### src/rtl/qedmma_pkg.sv
// Shared types and PRBS-20 constants for the QEDMMA transmit and receive chains.
package qedmma_pkg;

  typedef enum logic [1:0] {
    ST_IDLE     = 2'd0,
    ST_WAIT_PPS = 2'd1,
    ST_RUN      = 2'd2,
    ST_DONE     = 2'd3
  } tx_state_e;

  localparam int          PRBS20_TAP_HI       = 19;
  localparam int          PRBS20_TAP_LO       = 2;
  localparam logic [19:0] PRBS20_DEFAULT_SEED = 20'hFFFFF;

  // One step of x^20+x^3+1: shift left, feedback from the two taps enters at bit 0.
  function automatic logic [19:0] prbs20_next(input logic [19:0] s);
    return {s[18:0], s[PRBS20_TAP_HI] ^ s[PRBS20_TAP_LO]};
  endfunction

endpackage

### src/rtl/qedmma_prbs20_lfsr.sv
// PRBS-20 generator with seed load and advance enable; shared with the receive-side despreader.
module qedmma_prbs20_lfsr
  import qedmma_pkg::*;
(
  input  logic        clk,
  input  logic        rst_n,
  input  logic        i_load,
  input  logic [19:0] i_seed,
  input  logic        i_advance,
  output logic        o_chip
);

  logic [19:0] lfsr_d;
  logic [19:0] lfsr_q;

  // An all-zero seed would lock the register, so it is replaced by the default seed.
  always_comb begin
    lfsr_d = lfsr_q;
    if (i_load) begin
      lfsr_d = (i_seed == 20'd0) ? PRBS20_DEFAULT_SEED : i_seed;
    end else if (i_advance) begin
      lfsr_d = prbs20_next(lfsr_q);
    end else begin
      lfsr_d = lfsr_q;
    end
  end

  always_ff @(posedge clk or negedge rst_n) begin
    if (!rst_n) begin
      lfsr_q <= PRBS20_DEFAULT_SEED;
    end else begin
      lfsr_q <= lfsr_d;
    end
  end

  assign o_chip = lfsr_q[PRBS20_TAP_HI];

endmodule

### src/rtl/qedmma_prbs_tx_modulator.sv
// PRBS-20 BPSK chip generator with CPI framing and dump-trigger strobe.
// Define QEDMMA_TX_PPS_SYNC_EN to hold each start in WAIT_PPS until a PPS rising edge.
module qedmma_prbs_tx_modulator
  import qedmma_pkg::*;
#(
  parameter int DATA_WIDTH     = 16,
  parameter int CHIP_CNT_WIDTH = 32,
  parameter int CPI_CNT_WIDTH  = 16
) (
  input  logic                      clk,
  input  logic                      rst_n,
  input  logic                      i_start,
  input  logic                      i_abort,
  input  logic                      i_pps,
  input  logic [CHIP_CNT_WIDTH-1:0] i_cpi_length,
  input  logic [CPI_CNT_WIDTH-1:0]  i_num_cpi,
  input  logic [DATA_WIDTH-2:0]     i_amplitude,
  input  logic [19:0]               i_lfsr_seed,
  input  logic                      i_seed_load,
  output logic [DATA_WIDTH-1:0]     o_dac_sample,
  output logic                      o_valid,
  input  logic                      i_ready,
  output logic                      o_chip_bit,
  output logic                      o_dump_trigger,
  output logic [CPI_CNT_WIDTH-1:0]  o_cpi_count,
  output logic                      o_done,
  output logic                      o_cfg_error,
  output logic [1:0]                o_state
);

  tx_state_e                 state_q, state_d;
  logic [CHIP_CNT_WIDTH-1:0] chip_idx_q, chip_idx_d;
  logic [CHIP_CNT_WIDTH-1:0] cpi_len_q, cpi_len_d;
  logic [CPI_CNT_WIDTH-1:0]  cpi_cnt_q, cpi_cnt_d;
  logic [CPI_CNT_WIDTH-1:0]  num_cpi_q, num_cpi_d;
  logic [DATA_WIDTH-2:0]     amp_q, amp_d;
  logic                      cfg_err_q, cfg_err_d;

  logic                      run_s, xfer_s, last_chip_s, start_ok_s, pps_rise_s, chip_s;
  logic [CPI_CNT_WIDTH-1:0]  cpi_cnt_inc_s;
  logic [DATA_WIDTH-1:0]     mag_s;

`ifdef QEDMMA_TX_PPS_SYNC_EN
  localparam tx_state_e START_STATE = ST_WAIT_PPS;
  logic pps_q;

  always_ff @(posedge clk or negedge rst_n) begin
    if (!rst_n) begin
      pps_q <= 1'b0;
    end else begin
      pps_q <= i_pps;
    end
  end

  assign pps_rise_s = i_pps && !pps_q;
`else
  localparam tx_state_e START_STATE = ST_RUN;
  logic unused_pps_s;
  assign unused_pps_s = i_pps;
  assign pps_rise_s   = 1'b0;
`endif

  // Abort suppresses the transfer so the LFSR resumes on the chip that was pending.
  assign run_s         = (state_q == ST_RUN);
  assign xfer_s        = run_s && i_ready && !i_abort;
  assign last_chip_s   = (chip_idx_q == (cpi_len_q - CHIP_CNT_WIDTH'(1)));
  assign start_ok_s    = (state_q == ST_IDLE) && i_start && !i_abort &&
                         (i_cpi_length != CHIP_CNT_WIDTH'(0));
  assign cpi_cnt_inc_s = cpi_cnt_q + CPI_CNT_WIDTH'(1);
  assign mag_s         = {1'b0, amp_q};

  qedmma_prbs20_lfsr u_lfsr (
    .clk       (clk),
    .rst_n     (rst_n),
    .i_load    ((state_q == ST_IDLE) && i_seed_load),
    .i_seed    (i_lfsr_seed),
    .i_advance (xfer_s),
    .o_chip    (chip_s)
  );

  always_ff @(posedge clk or negedge rst_n) begin
    if (!rst_n) begin
      state_q    <= ST_IDLE;
      chip_idx_q <= CHIP_CNT_WIDTH'(0);
      cpi_len_q  <= CHIP_CNT_WIDTH'(0);
      cpi_cnt_q  <= CPI_CNT_WIDTH'(0);
      num_cpi_q  <= CPI_CNT_WIDTH'(0);
      amp_q      <= '0;
      cfg_err_q  <= 1'b0;
    end else begin
      state_q    <= state_d;
      chip_idx_q <= chip_idx_d;
      cpi_len_q  <= cpi_len_d;
      cpi_cnt_q  <= cpi_cnt_d;
      num_cpi_q  <= num_cpi_d;
      amp_q      <= amp_d;
      cfg_err_q  <= cfg_err_d;
    end
  end

  always_comb begin
    state_d = state_q;
    if (i_abort) begin
      state_d = ST_IDLE;
    end else begin
      case (state_q)
        ST_IDLE:     state_d = start_ok_s ? START_STATE : ST_IDLE;
        ST_WAIT_PPS: state_d = pps_rise_s ? ST_RUN : ST_WAIT_PPS;
        ST_RUN: begin
          if (xfer_s && last_chip_s && (num_cpi_q != CPI_CNT_WIDTH'(0)) &&
              (cpi_cnt_inc_s == num_cpi_q)) begin
            state_d = ST_DONE;
          end else begin
            state_d = ST_RUN;
          end
        end
        ST_DONE:     state_d = ST_IDLE;
        default:     state_d = ST_IDLE;
      endcase
    end
  end

  always_comb begin
    chip_idx_d = chip_idx_q;
    cpi_len_d  = cpi_len_q;
    cpi_cnt_d  = cpi_cnt_q;
    num_cpi_d  = num_cpi_q;
    amp_d      = amp_q;
    cfg_err_d  = (state_q == ST_IDLE) && i_start && !i_abort &&
                 (i_cpi_length == CHIP_CNT_WIDTH'(0));
    if (i_abort) begin
      chip_idx_d = CHIP_CNT_WIDTH'(0);
    end else if (start_ok_s) begin
      chip_idx_d = CHIP_CNT_WIDTH'(0);
      cpi_cnt_d  = CPI_CNT_WIDTH'(0);
      cpi_len_d  = i_cpi_length;
      num_cpi_d  = i_num_cpi;
      amp_d      = i_amplitude;
    end else if (xfer_s) begin
      if (last_chip_s) begin
        chip_idx_d = CHIP_CNT_WIDTH'(0);
        cpi_cnt_d  = cpi_cnt_inc_s;
      end else begin
        chip_idx_d = chip_idx_q + CHIP_CNT_WIDTH'(1);
      end
    end else begin
      chip_idx_d = chip_idx_q;
    end
  end

  // Sample, chip and dump are forced to zero whenever no sample is offered.
  always_comb begin
    o_valid     = run_s;
    o_state     = state_q;
    o_done      = (state_q == ST_DONE);
    o_cfg_error = cfg_err_q;
    o_cpi_count = cpi_cnt_q;
    if (run_s) begin
      o_chip_bit     = chip_s;
      o_dump_trigger = last_chip_s;
      o_dac_sample   = chip_s ? mag_s : (DATA_WIDTH'(0) - mag_s);
    end else begin
      o_chip_bit     = 1'b0;
      o_dump_trigger = 1'b0;
      o_dac_sample   = DATA_WIDTH'(0);
    end
  end

endmodule

### config.mk
export PLATFORM = sky130hd
export DESIGN_NAME = qedmma_prbs_tx_modulator
export DESIGN_NICKNAME = d
export VERILOG_FILES = /design/src/rtl/qedmma_pkg.sv /design/src/rtl/qedmma_prbs20_lfsr.sv /design/src/rtl/qedmma_prbs_tx_modulator.sv
export SDC_FILE = /design/constraint.sdc
export NUM_CORES = 1
export LEC_CHECK = 0
export ABC_AREA = 0
export ABC_CLOCK_PERIOD_IN_PS = 3200
export BUFFER_PORTS_ARGS = -buffer_cell sky130_fd_sc_hd__buf_2
export CAP_MARGIN = 15
export CELL_PAD_IN_SITES_DETAIL_PLACEMENT = 1
export CELL_PAD_IN_SITES_GLOBAL_PLACEMENT = 1
export CORE_UTILIZATION = 40
export DETAILED_ROUTE_END_ITERATION = 8
export PLACE_DENSITY_LB_ADDON = 0.3
export SETUP_SLACK_MARGIN = 0.2
export SLEW_MARGIN = 20
export SYNTH_ARGS = -nofsm -noshare
export SYNTH_HDL_FRONTEND = slang
export SYNTH_SLANG_ARGS = --single-unit
### constraint.sdc
create_clock -name clk -period 3.2 [get_ports clk]
set_input_delay 0.16 -clock clk [delete_from_list [all_inputs] [get_ports clk]]
set_output_delay 0.16 -clock clk [all_outputs]
set_load 0.005 [all_outputs]
; ---- After elaboration in Yosys (flattened, before gate mapping)
; Index checks and enable logic that the tools add are counted.
[word_totals]
input_bits = 90
out_inout_bits = 39
regBits = 134
[op_classes]
bitwise = 2
add_sub_neg = 4
mux = 18
n_eq_ne = 5
n_reduce_logical = 22
[op_table]
columns = op, n
row1 = $mux 32, 4
row2 = $mux 16, 5
row3 = $mux 20, 3
row4 = $add 32x1->32 const B, 1
row5 = $eq 32x32->1, 1
row6 = $logic_not 32->1, 1
row7 = $reduce_bool 32->1, 1
row8 = $sub 32x1->32 const B, 1
row9 = $logic_not 20->1, 1
row10 = $add 16x1->16 const B, 1
row11 = $eq 16x16->1, 1
row12 = $reduce_bool 16->1, 1
row13 = $sub 1x15->16 const A, 1
row14 = $logic_and 1x1->1, 10
row15 = $pmux 2 s4, 1
row16 = $reduce_bool 2->1, 3
row17 = $eq 2x2->1 const B, 2
row18 = $mux 2, 2
row19 = $mux 1, 3
row20 = $reduce_and 3->1, 1
row21 = $reduce_bool 3->1, 1
row22 = $eq 2x1->1 const B, 1
row23 = $logic_not 2->1, 1
row24 = $reduce_and 2->1, 1
row25 = 3 further kinds, 3

; ---- Logic depth before layout (Yosys ltp)
; Gate-level depths: netlist of run 1.
[depth]
word_depth = 9
mapped_depth = 14
depth_no_buf = 11

; ---- Hierarchy
; A second synthesis of run 1 with hierarchy kept.
[unflattened]
cells_unflattened = 849
hier_area_um2 = 8222.9
[modules_own_cells]
columns = mod, instances, cells_per_inst, area_each_um2
row1 = qedmma_prbs_tx_modulator, 1, 751, 7081.8
row2 = qedmma_prbs20_lfsr, 1, 98, 1141.1

; ---- Least setup slack after synthesis of run 1
; Ideal clock, no wire load.
[synth_path]
path_type = reg2reg
startpoint = register cpi_len_q[0]
endpoint = register cpi_cnt_q[13], in the netlist o_cpi_count[13]
slack_ns = -0.147
n_path_buf = 3
path_stages_with_launch = 15
arrival_time_ns = 3.283
setup_ns = 0.064
path_cell_list = dfrtp_1 -> inv_1 -> ha_1 -> or3b_2 -> nor4_1 -> o311ai_1 -> o21ai_0 -> and3_1 -> nand4_1 -> or3_1 -> buf_6 -> buf_12 -> buf_8 -> nor3b_2 -> a21o_1
[synth_via]
elab_chain_len = 4
[synth_rtl]
columns = item, line
row1 = from (decl), qedmma_prbs_tx_modulator.sv:33  ; logic [CHIP_CNT_WIDTH-1:0] cpi_len_q, cpi_len_d;
row2 = from (signal assigned), qedmma_prbs_tx_modulator.sv:93  ; cpi_len_q <= cpi_len_d;
row3 = $sub 32x1->32, qedmma_prbs_tx_modulator.sv:66  ; assign last_chip_s = (chip_idx_q == (cpi_len_q - CHIP_CNT_WIDTH'(1)));
row4 = $eq 32x32->1, qedmma_prbs_tx_modulator.sv:66
row5 = $reduce_bool 2->1 (no source line), -
row6 = $reduce_and 3->1 (no source line), -
row7 = to (signal assigned), qedmma_prbs_tx_modulator.sv:94  ; cpi_cnt_q <= cpi_cnt_d;
row8 = to (decl), qedmma_prbs_tx_modulator.sv:34  ; logic [CPI_CNT_WIDTH-1:0] cpi_cnt_q, cpi_cnt_d;
; No other way between the ends.
; A chain may end at the register's enable or synchronous reset.

; ---- Final worst setup path of run 1
[layout_path]
startpoint = register cpi_len_q[0]
endpoint = register cpi_cnt_q[7], in the netlist o_cpi_count[7]
; Same word-level chain as after synthesis.

==> results of run 1 <==
[worst max-delay path, stage by stage (launching register included)]
cell and delay [ns]:
dfrtp_1 0.43, inv_2 0.11, ha_4 0.13, or3b_4 0.43
or3_4 0.42, a211oi_4 0.26, o211ai_1 0.19, nor4_4 0.17
nand4_1 0.17, or3_4 0.49, buf_12 0.16, buf_16 0.14
mux2i_1 0.12, a21o_1 0.25
[worst max path at each step]
stage	to	slack, ns
finish	o_cpi_count[7]	-0.40
global route	o_cpi_count[7]	-0.50
CTS	o_cpi_count[2]	-0.16
detailed placement	o_cpi_count[8]	-0.24
global placement	o_cpi_count[8]	-0.13
floorplan	o_cpi_count[2]	-0.003
[cell usage in the layout, fill, tap and decap left out, drive strengths merged, types with 3 or more instances in the layout]
cell           n
or4            5
o21bai         4
and3          13
nand3         38
a21oi         24
a21o          17
mux2          63
xnor2         54
clkinv         6
nand4         15
nor3          26
nor2b          3
a22oi          4
ha             4
nand4b         3
dlygate4sd3   76
bufinv         3
dfstp         20
o21ai         52
buf          243
or2            3
and2           6
nor2          59
o31ai          3
and4           5
nor4          45
clkbuf        21
inv           21
dfrtp        114
a31oi         28
mux2i          9
nand2         94
nor3b         12
or3           25
xor2          29
[per-layer routing]
metal | vias to the layer above | share of wire | GRT usage | wire length, µm
met1 | 4439 | 0.38 | 0.391 | 14000
met2 | 450 | 0.51 | 0.601 | 19100
met5 | - | 0.00035 | 0 | 13
li1 | 3728 | - | - | -
met4 | 2 | 0.055 | 0.193 | 2050
met3 | 153 | 0.055 | 0.0736 | 2030
[flip-flops by register name, summed over array words and instances, names as in the netlist]
| name | cells |
|---|---|
| cpi_len_q | 32 |
| chip_idx_q | 32 |
| o_cpi_count | 16 |
| o_cfg_error | 1 |
| num_cpi_q | 16 |
| u_lfsr.lfsr_q | 20 |
| o_state | 2 |
| amp_q | 15 |
[through the flow]
| step | setup TNS (ns) | hold slack (ns) | power [µW] | cells | instance area [µm²] |
|---|---|---|---|---|---|
| after detailed placement | -3.02 | 0.210 | 3500 | 1292 | 9440 |
| final | -12.42 | -0.00339 | 6090 | 1438 | 11800 |
| after global placement | -1.14 | 0.214 | 3440 | 1292 | 9440 |
| after CTS | -2.64 | 0.000407 | 5780 | 1426 | 11400 |
| after global routing | -18.23 | 0.0195 | 6270 | 1438 | 11800 |
| after floorplan | -0.00672 | -0.136 | 2950 | 862 | 8040 |
[layout make-up]
class / instances / area [µm²] / area share
clock buffer: 21 / 460 / 0.0389
clock inverter: 11 / 148 / 0.0125
inverter: 20 / 75.1 / 0.00634
multi-input combinational: 668 / 4930 / 0.416
sequential: 134 / 3380 / 0.285
tap: 265 / 332 / 0.0280
timing repair buffer: 319 / 2520 / 0.213
[synth_stat cells, drive strengths merged (13+ instances only)]
cell / count / share of area
a21oi: 24 / 0.015
dfstp: 20 / 0.066
nand3: 38 / 0.024
xor2: 29 / 0.032
or3: 25 / 0.020
mux2: 63 / 0.089
nor4: 45 / 0.035
nor3: 26 / 0.017
a31oi: 28 / 0.022
nand4: 15 / 0.012
a21o: 17 / 0.016
dfrtp: 114 / 0.36
clkbuf: 34 / 0.016
and3: 13 / 0.010
xnor2: 54 / 0.059
inv: 20 / 0.0094
nor2: 59 / 0.028
nand2: 94 / 0.044
o21ai: 52 / 0.033
[cell families after synthesis]
kind of cell             share of synthesized area
AND/OR/NAND/NOR                              0.231
AO/OA/AOI/OAI                                0.116
flip-flops                                   0.422
XOR/XNOR                                    0.0909
multiplexers                                0.0999
buffers and inverters                       0.0335
adder cells (fa/ha/maj)                    0.00626
[power groups by stage]
stage	clock [µW]	combinational, µW	sequential [µW]
6_report	2150	1690	2260
5_1_grt	2210	1780	2280
4_1_cts	2110	1460	2210
3_5_place_dp	0	1270	2230
3_3_place_gp	0	1220	2220
2_1_floorplan	0	782	2170
[repair_timing]
action / in CTS / in global routing
setup buffers: 20 / 12
resized for setup: 92 / 61
pin swaps: 44 / 27
endpoints found under the setup margin: 50 / 54
gates cloned: 6 / 0
hold endpoints to repair: 124 / 0
hold buffers: 76 / 0
==> results.json, run 1 <==
{
  "status": "finished, violations left",
  "failed_checks": "negative hold slack, negative setup slack",
  "syn_inst": 862,
  "worst-r2r-setup-slack_ns": -0.40,
  "die_x_um": 143,
  "hold_start": "i_lfsr_seed[2]",
  "num_vias": 8772,
  "r2r_cells": 13,
  "worstSetupPathType": "register to register",
  "synthFlopType": "dfrtp_1",
  "syn_to_final_growth_pct": 48.0,
  "peakVddDrop_mv": 0.404,
  "async_flop_share": 1.00,
  "post_drt_via_cell_ratio": 6.10,
  "synth_seq_cells": 134,
  "maxCapViolCount": 0,
  "syn_nets": 956,
  "syn-mean-instance-area_um2": 9.28,
  "core_region_area_um2": 19500,
  "max_slew.worst_pin.slew_ns": 0.690,
  "holdPathStages": 3,
  "drt_iter0_drc": 665,
  "grt_pass1_wl_mm": 53.5,
  "required_ns": 3.53,
  "grt_pass1_vias": 9483,
  "dpl_worst_slack_ns": -0.240,
  "synth_edf_count": 0,
  "slew_violations": 0,
  "drc_errors": 0,
  "cp-start-kind": "register",
  "finalCritPeriodShare": 1.13,
  "max_freq_mhz": 278,
  "min_to": "u_lfsr.lfsr_q[2]",
  "path_max_fanout": 5,
  "max_slew_margin": 0.534,
  "gp_congestion": 0.844,
  "diodes": 0,
  "io_buffers": 127,
  "seqPwrFrac": 0.371,
  "end_kind": "register",
  "firstDrtPassIters": 4,
  "clkPwrFrac": 0.353,
  "intPower_uw": 4030,
  "final_layout_size_suffix_gt1_frac": 0.387,
  "initial_core_util": 0.410,
  "grt_setup_unrepaired": "true",
  "clock-sinks": 134,
  "dieArea_um2": 20600,
  "final_nets": 1254,
  "hold_ws_ns": -0.00339,
  "r2r_start": "cpi_len_q[0]",
  "grt_overflow": 0,
  "track_usage": 0.345,
  "pwr-share-comb": 0.277,
  "crit_arrival_ns": 3.93,
  "power.density_nw_per_um2": 514,
  "antenna_found_initial": 1,
  "cts_tree": "yes",
  "hp-class": "input pin to register",
  "ant_nets": 0,
  "insertion_delay_ns": 0.46,
  "path_clk_slew_ns": 0.08,
  "fin_crit_ns": 3.60,
  "wl_per_cell_um": 25.9,
  "hpwl_mm": 18.4,
  "grt_max_degree": 72,
  "netlist_area_um2": 8000,
  "regToRegEndpoint": "o_cpi_count[7]",
  "finalHoldViolations": 1,
  "clk_path_buf_depth": 2,
  "crit_start": "cpi_len_q[0]",
  "h-tree-depth": 4,
  "die_h_um": 143,
  "total_leakage_power_uw": 0.00512,
  "ioPinCount": 129,
  "synth_seq_area_share": 0.422,
  "utilization": 0.607,
  "synth_cell_types": 59,
  "cts_buffers": 17,
  "swShare": 0.339,
  "power.switching_uw": 2060,
  "synth-warning-count": 0,
  "fin_ws_ns": -0.400,
  "setup_viol_count_final": 50,
  "fin_skew_ns": 0.0273,
  "cts_root_buf": "clkbuf_16",
  "totalWireLength_mm": 37.2,
  "row_count": 51,
  "nFillCells": 2188
}
(Power assumes the default switching activity.)
==> run 2, diff against run 1 <==
==> constraint.sdc (replaced) <==
create_clock -name clk -period 3.2 [get_ports clk]
set_input_delay 0.16 -clock clk [delete_from_list [all_inputs] [get_ports clk]]
set_output_delay 0.16 -clock clk [all_outputs]
set_load 0.01 [all_outputs]
==> run 2 against run 1 <==
Against the previous run: worst hold slack got worse by 0.0014 ns; clock skew decreased by 0.014 ns; die area did not move; critical endpoint is now o_cpi_count[12]; critical path type unchanged; the flow still finishes with violations (negative hold slack, negative setup slack); sequential share of layout area is 0.32 points higher; flip-flop and latch count did not move.
==> results.json, run 2 (synthesis gave the netlist of run 1 again) <==
{
  "status": "finished, violations left",
  "failed_checks": "negative hold slack, negative setup slack",
  "totalWireLength_mm": 36.9,
  "hpwl_mm": 18.0,
  "drt_iter0_drc": 677,
  "setup_viol_count_final": 50,
  "max_stage_delay_ns": 0.67,
  "required_ns": 3.54,
  "total_leakage_power_uw": 0.00505,
  "path_max_fanout": 5,
  "peakVddDrop_mv": 0.390,
  "grt_pass1_wl_mm": 50.9,
  "hold_start": "i_lfsr_seed[2]",
  "cp_cell_sequence": "or3_1 -> nor4_1 -> xor2_1 -> a21oi_2 -> nor4_4 -> nand2_2 -> or3_4 -> buf_12 -> buf_16 -> mux2i_1 -> a21o_1",
  "row_count": 51,
  "clkPwrFrac": 0.325,
  "p_total_uw": 5840,
  "track_usage": 0.327,
  "r2r_start": "cpi_len_q[16]",
  "gp_congestion": 0.855,
  "antenna_found_initial": 1,
  "path_clk_slew_ns": 0.07,
  "finalCritPeriodShare": 1.17,
  "ioPinCount": 129,
  "insertion_delay_ns": 0.45,
  "end_kind": "register",
  "final_layout_size_suffix_gt1_frac": 0.382,
  "grt_overflow": 0,
  "finalHoldViolations": 2,
  "firstDrtPassIters": 5,
  "dpl_worst_slack_ns": -0.233,
  "layout_common_cells": "buf_2, dfrtp_1, nand2_1",
  "maxCapViolCount": 0,
  "die_x_um": 143,
  "grt_setup_unrepaired": "true",
  "power.switching_uw": 2080,
  "hold_ws_ns": -0.00477,
  "core_region_area_um2": 19500,
  "fin_cells": 1433,
  "power.density_nw_per_um2": 498,
  "layout_commonest_cell": "buf_2",
  "h-tree-depth": 4,
  "ant_nets": 0,
  "worstSetupPathType": "register to register",
  "top_regs": "chip_idx_q: 32 flops, cpi_len_q: 32 flops, u_lfsr.lfsr_q: 20 flops",
  "hp-class": "input pin to register",
  "crit_start": "cpi_len_q[16]",
  "clock-sinks": 134,
  "cp-start-kind": "register",
  "num_vias": 8844,
  "fin_crit_ns": 3.75,
  "crit_slowest_cell": "xor2_1",
  "dieArea_um2": 20600,
  "nFillCells": 2191,
  "cts_root_buf": "clkbuf_16",
  "swShare": 0.357,
  "max_slew.worst_pin.slew_ns": 0.780,
  "fin_area_um2": 11700,
  "slew_violations": 0,
  "pwr-share-comb": 0.287,
  "max_freq_mhz": 266,
  "grt_pass1_vias": 9325,
  "max_slew_margin": 0.478,
  "wl_per_cell_um": 25.8,
  "cts_buffers": 17,
  "seqPwrFrac": 0.387,
  "cts_tree": "yes",
  "fin_ws_ns": -0.554,
  "placed_cell_area_um2": 9450,
  "crit_arrival_ns": 4.10,
  "syn_to_final_growth_pct": 46.4,
  "fin_skew_ns": 0.0131,
  "initial_core_util": 0.410,
  "intPower_uw": 3750,
  "clk_path_buf_depth": 2,
  "final_nets": 1248,
  "io_buffers": 127,
  "die_h_um": 143,
  "post_drt_via_cell_ratio": 6.17,
  "dp.cells": 1293,
  "grt_max_degree": 72,
  "drc_errors": 0
}
run 2: through the flow:
| stage | util | TNS [ns] |
|---|---|---|
| after floorplan | - | -0.00737 |
| after global placement | 0.484 | -1.11 |
| after detailed placement | 0.484 | -3.28 |
| after CTS | 0.582 | -1.32 |
| after global routing | 0.600 | -28.87 |
| final | 0.600 | -22.58 |
run 2: worst paths after layout:
path / endpoint / slack, ns / cells after the start
max: o_cpi_count[12] / -0.55 / 11
min: u_lfsr.lfsr_q[2] / -0.005 / 3
max reg2reg: o_cpi_count[12] / -0.55 / 11
min reg2reg: u_lfsr.lfsr_q[1] / 0.49 / 2
max in group asynchronous: cpi_len_q[9] / 2.19 / 3
min in group asynchronous: chip_idx_q[30] / 0.29 / 2
run 2: final cells by class:
class	count	area (µm²)	area share
multi-input cells	668	4910	0.419
flip-flops and latches	134	3380	0.288
repair buffers	313	2470	0.211
clock buffers	18	439	0.0375
well taps	265	332	0.0283
clock inverters	14	101	0.00865
inverters	20	75.1	0.00641
diodes	1	2.50	0.000214
run 2: power groups by stage:
stage	Clock, µW	Sequential, µW	Combinational (µW)
final	1900	2260	1680
after global routing	1970	2280	1780
after CTS	1870	2210	1450
after detailed placement	0	2230	1270
after global placement	0	2220	1240
after floorplan	0	2170	796
run 2: timing repair:
action | CTS | global route
buffers inserted | 17 | 10
hold endpoints to repair | 123 | 0
pin swaps | 36 | 20
hold buffers | 75 | 0
cloned | 5 | 0
setup endpoints to repair | 50 | 81
resized for setup | 99 | 52
run 2: routing by layer:
metal | track usage | wire length (µm) | vias to the layer above
met1 | 0.385 | 14000 | 4488
met2 | 0.552 | 18700 | 453
met4 | 0.195 | 1920 | 0
met5 | 0 | 0 | -
li1 | - | - | 3727
met3 | 0.0630 | 2400 | 176
run 2: worst max-delay path, delay by kind of cell (launching register included):
family	cells	cell delay [ns]
buf+inv	2	0.29
mux	1	0.14
flops	1	0.47
compound gates	2	0.38
xor+xnor	1	0.67
simple gates	5	1.69
==> run 3, diff against run 2 <==
--- a/config.mk
+++ b/config.mk
@@ -14,7 +14,6 @@
 export CORE_UTILIZATION = 40
 export DETAILED_ROUTE_END_ITERATION = 8
 export PLACE_DENSITY_LB_ADDON = 0.3
-export SETUP_SLACK_MARGIN = 0.2
 export SLEW_MARGIN = 20
 export SYNTH_ARGS = -nofsm -noshare
 export SYNTH_HDL_FRONTEND = slang
==> run 3 against run 2 <==
Against the previous run: the run ends with negative setup slack left; flip-flop and latch count is the same; clock skew shrank 0.0011 ns; power is 1.8% lower; die area did not move; critical path type unchanged; critical endpoint is now o_cpi_count[7]; highest routed layer unchanged.
==> results.json, run 3 (synthesis gave the netlist of run 1 again) <==
{
  "firstDrtPassIters": 5,
  "grt_pass1_wl_mm": 48.0,
  "grt_overflow": 0,
  "crit_slowest_cell": "or3_4",
  "post_drt_via_cell_ratio": 5.83,
  "die_h_um": 143,
  "dieArea_um2": 20600,
  "hp-class": "input pin to register",
  "ioPinCount": 129,
  "final_layout_size_suffix_gt1_frac": 0.340,
  "die_x_um": 143,
  "worstSetupPathType": "register to register",
  "utilization": 0.571,
  "clk_path_buf_depth": 2,
  "failed_checks": "negative setup slack",
  "status": "finished, violations left",
  "setup_viol_count_final": 45,
  "multi_input_area_um2": 4620,
  "hpwl_mm": 18.5,
  "grt_setup_unrepaired": "true",
  "layout_common_cells": "buf_2, dfrtp_1, nand2_1",
  "nFillCells": 2245,
  "wl_per_cell_um": 22.2,
  "track_usage": 0.307,
  "path_clk_slew_ns": 0.06,
  "fin_crit_ns": 3.50,
  "finalCritPeriodShare": 1.09,
  "cts_tree": "yes",
  "grt_max_degree": 76,
  "layout_commonest_cell": "buf_2",
  "critPathTopFamily": "simple AND/OR/NAND/NOR gates",
  "drc_errors": 0,
  "grt_pass1_vias": 8716,
  "path_max_fanout": 6,
  "peakVddDrop_mv": 0.408,
  "end_kind": "register",
  "cts_buffers": 17,
  "clock-sinks": 134,
  "cp-start-kind": "register",
  "required_ns": 3.52,
  "fin_ws_ns": -0.297,
  "num_vias": 8260,
  "antenna_found_initial": 3,
  "fin_area_um2": 11100,
  "totalWireLength_mm": 31.5,
  "io_buffers": 127,
  "drt_iter0_drc": 480,
  "fin_skew_ns": 0.0120,
  "cts_root_buf": "clkbuf_16",
  "syn_to_final_growth_pct": 39.3,
  "finalHoldViolations": 0,
  "max_slew.worst_pin.slew_ns": 0.728,
  "ant_nets": 0,
  "gp_congestion": 0.847,
  "initial_core_util": 0.410,
  "total_leakage_power_uw": 0.00486,
  "final_nets": 1229,
  "h-tree-depth": 4,
  "top_regs": "chip_idx_q: 32 flops, cpi_len_q: 32 flops, u_lfsr.lfsr_q: 20 flops",
  "ff_latch_area_um2": 3380,
  "slew_violations": 0,
  "max_stage_delay_ns": 0.47,
  "max_freq_mhz": 286,
  "power.density_nw_per_um2": 514,
  "row_count": 51,
  "crit_arrival_ns": 3.82,
  "cp_cell_sequence": "buf_4 -> nor4_1 -> buf_4 -> nand4_1 -> o31a_1 -> nor4_2 -> and3_1 -> nand4_1 -> or3_4 -> buf_12 -> buf_16 -> mux2i_1 -> a21o_1",
  "insertion_delay_ns": 0.44,
  "placed_cell_area_um2": 9500,
  "path_buf_inv": 4,
  "max_slew_margin": 0.515,
  "core_region_area_um2": 19500,
  "maxCapViolCount": 0
}
[run 3: final cells by class]
| class | instances | share of cell area |
|---|---|---|
| multi-input combinational | 668 | 0.414 |
| sequential | 134 | 0.303 |
| timing repair buffer | 294 | 0.196 |
| clock buffer | 19 | 0.0397 |
| tap | 265 | 0.0297 |
| clock inverter | 13 | 0.00999 |
| inverter | 20 | 0.00673 |
| antenna | 3 | 0.000673 |
[run 3: what timing repair did]
action	in CTS	in global routing
hold buffers	65	2
pin swaps	23	10
endpoints found under the setup margin	45	51
resized for setup	22	35
buffers inserted	8	4
hold endpoints to repair	132	2
gates cloned	3	1
[run 3: report_power, final]
| part | switching, µW | internal (µW) | leakage, µW |
|---|---|---|---|
| combinational | 828 | 764 | 0.00293 |
| clock | 885 | 1040 | 0.000268 |
| sequential | 264 | 1950 | 0.00167 |
[run 3: stage by stage]
stage	instances	setup slack [ns]	power, µW	setup TNS (ns)	hold WS (ns)
final	1416	-0.297	5730	-6.99	0.00547
after global placement	1298	-0.151	3470	-0.864	0.235
after CTS	1406	-0.0956	5570	-0.842	0.00125
after detailed placement	1298	-0.228	3530	-4.24	0.240
after global routing	1416	-0.404	5950	-12.40	0.00566
after floorplan	862	-0.00373	2960	-0.00742	-0.136
[run 3: per-layer routing]
layer	vias up	GRT usage	wire (µm)
met5	-	0	0
met2	281	0.530	16100
met4	0	0.152	1490
met3	109	0.0566	1260
met1	4189	0.367	12600
li1	3681	-	-
[run 3: path summary, 6_finish.rpt]
path | startpoint | to | slack, ns | cells past startpoint
worst max register to register | cpi_len_q[0] | o_cpi_count[7] | -0.30 | 13
min in group asynchronous | rst_n | cpi_len_q[6] | 0.33 | 2
max in group asynchronous | rst_n | o_cpi_count[3] | 2.05 | 3
worst max-delay path | cpi_len_q[0] | o_cpi_count[7] | -0.30 | 13
worst min register to register | u_lfsr.lfsr_q[1] | u_lfsr.lfsr_q[2] | 0.49 | 2
worst min-delay path | i_cpi_length[26] | cpi_len_q[26] | 0.005 | 2
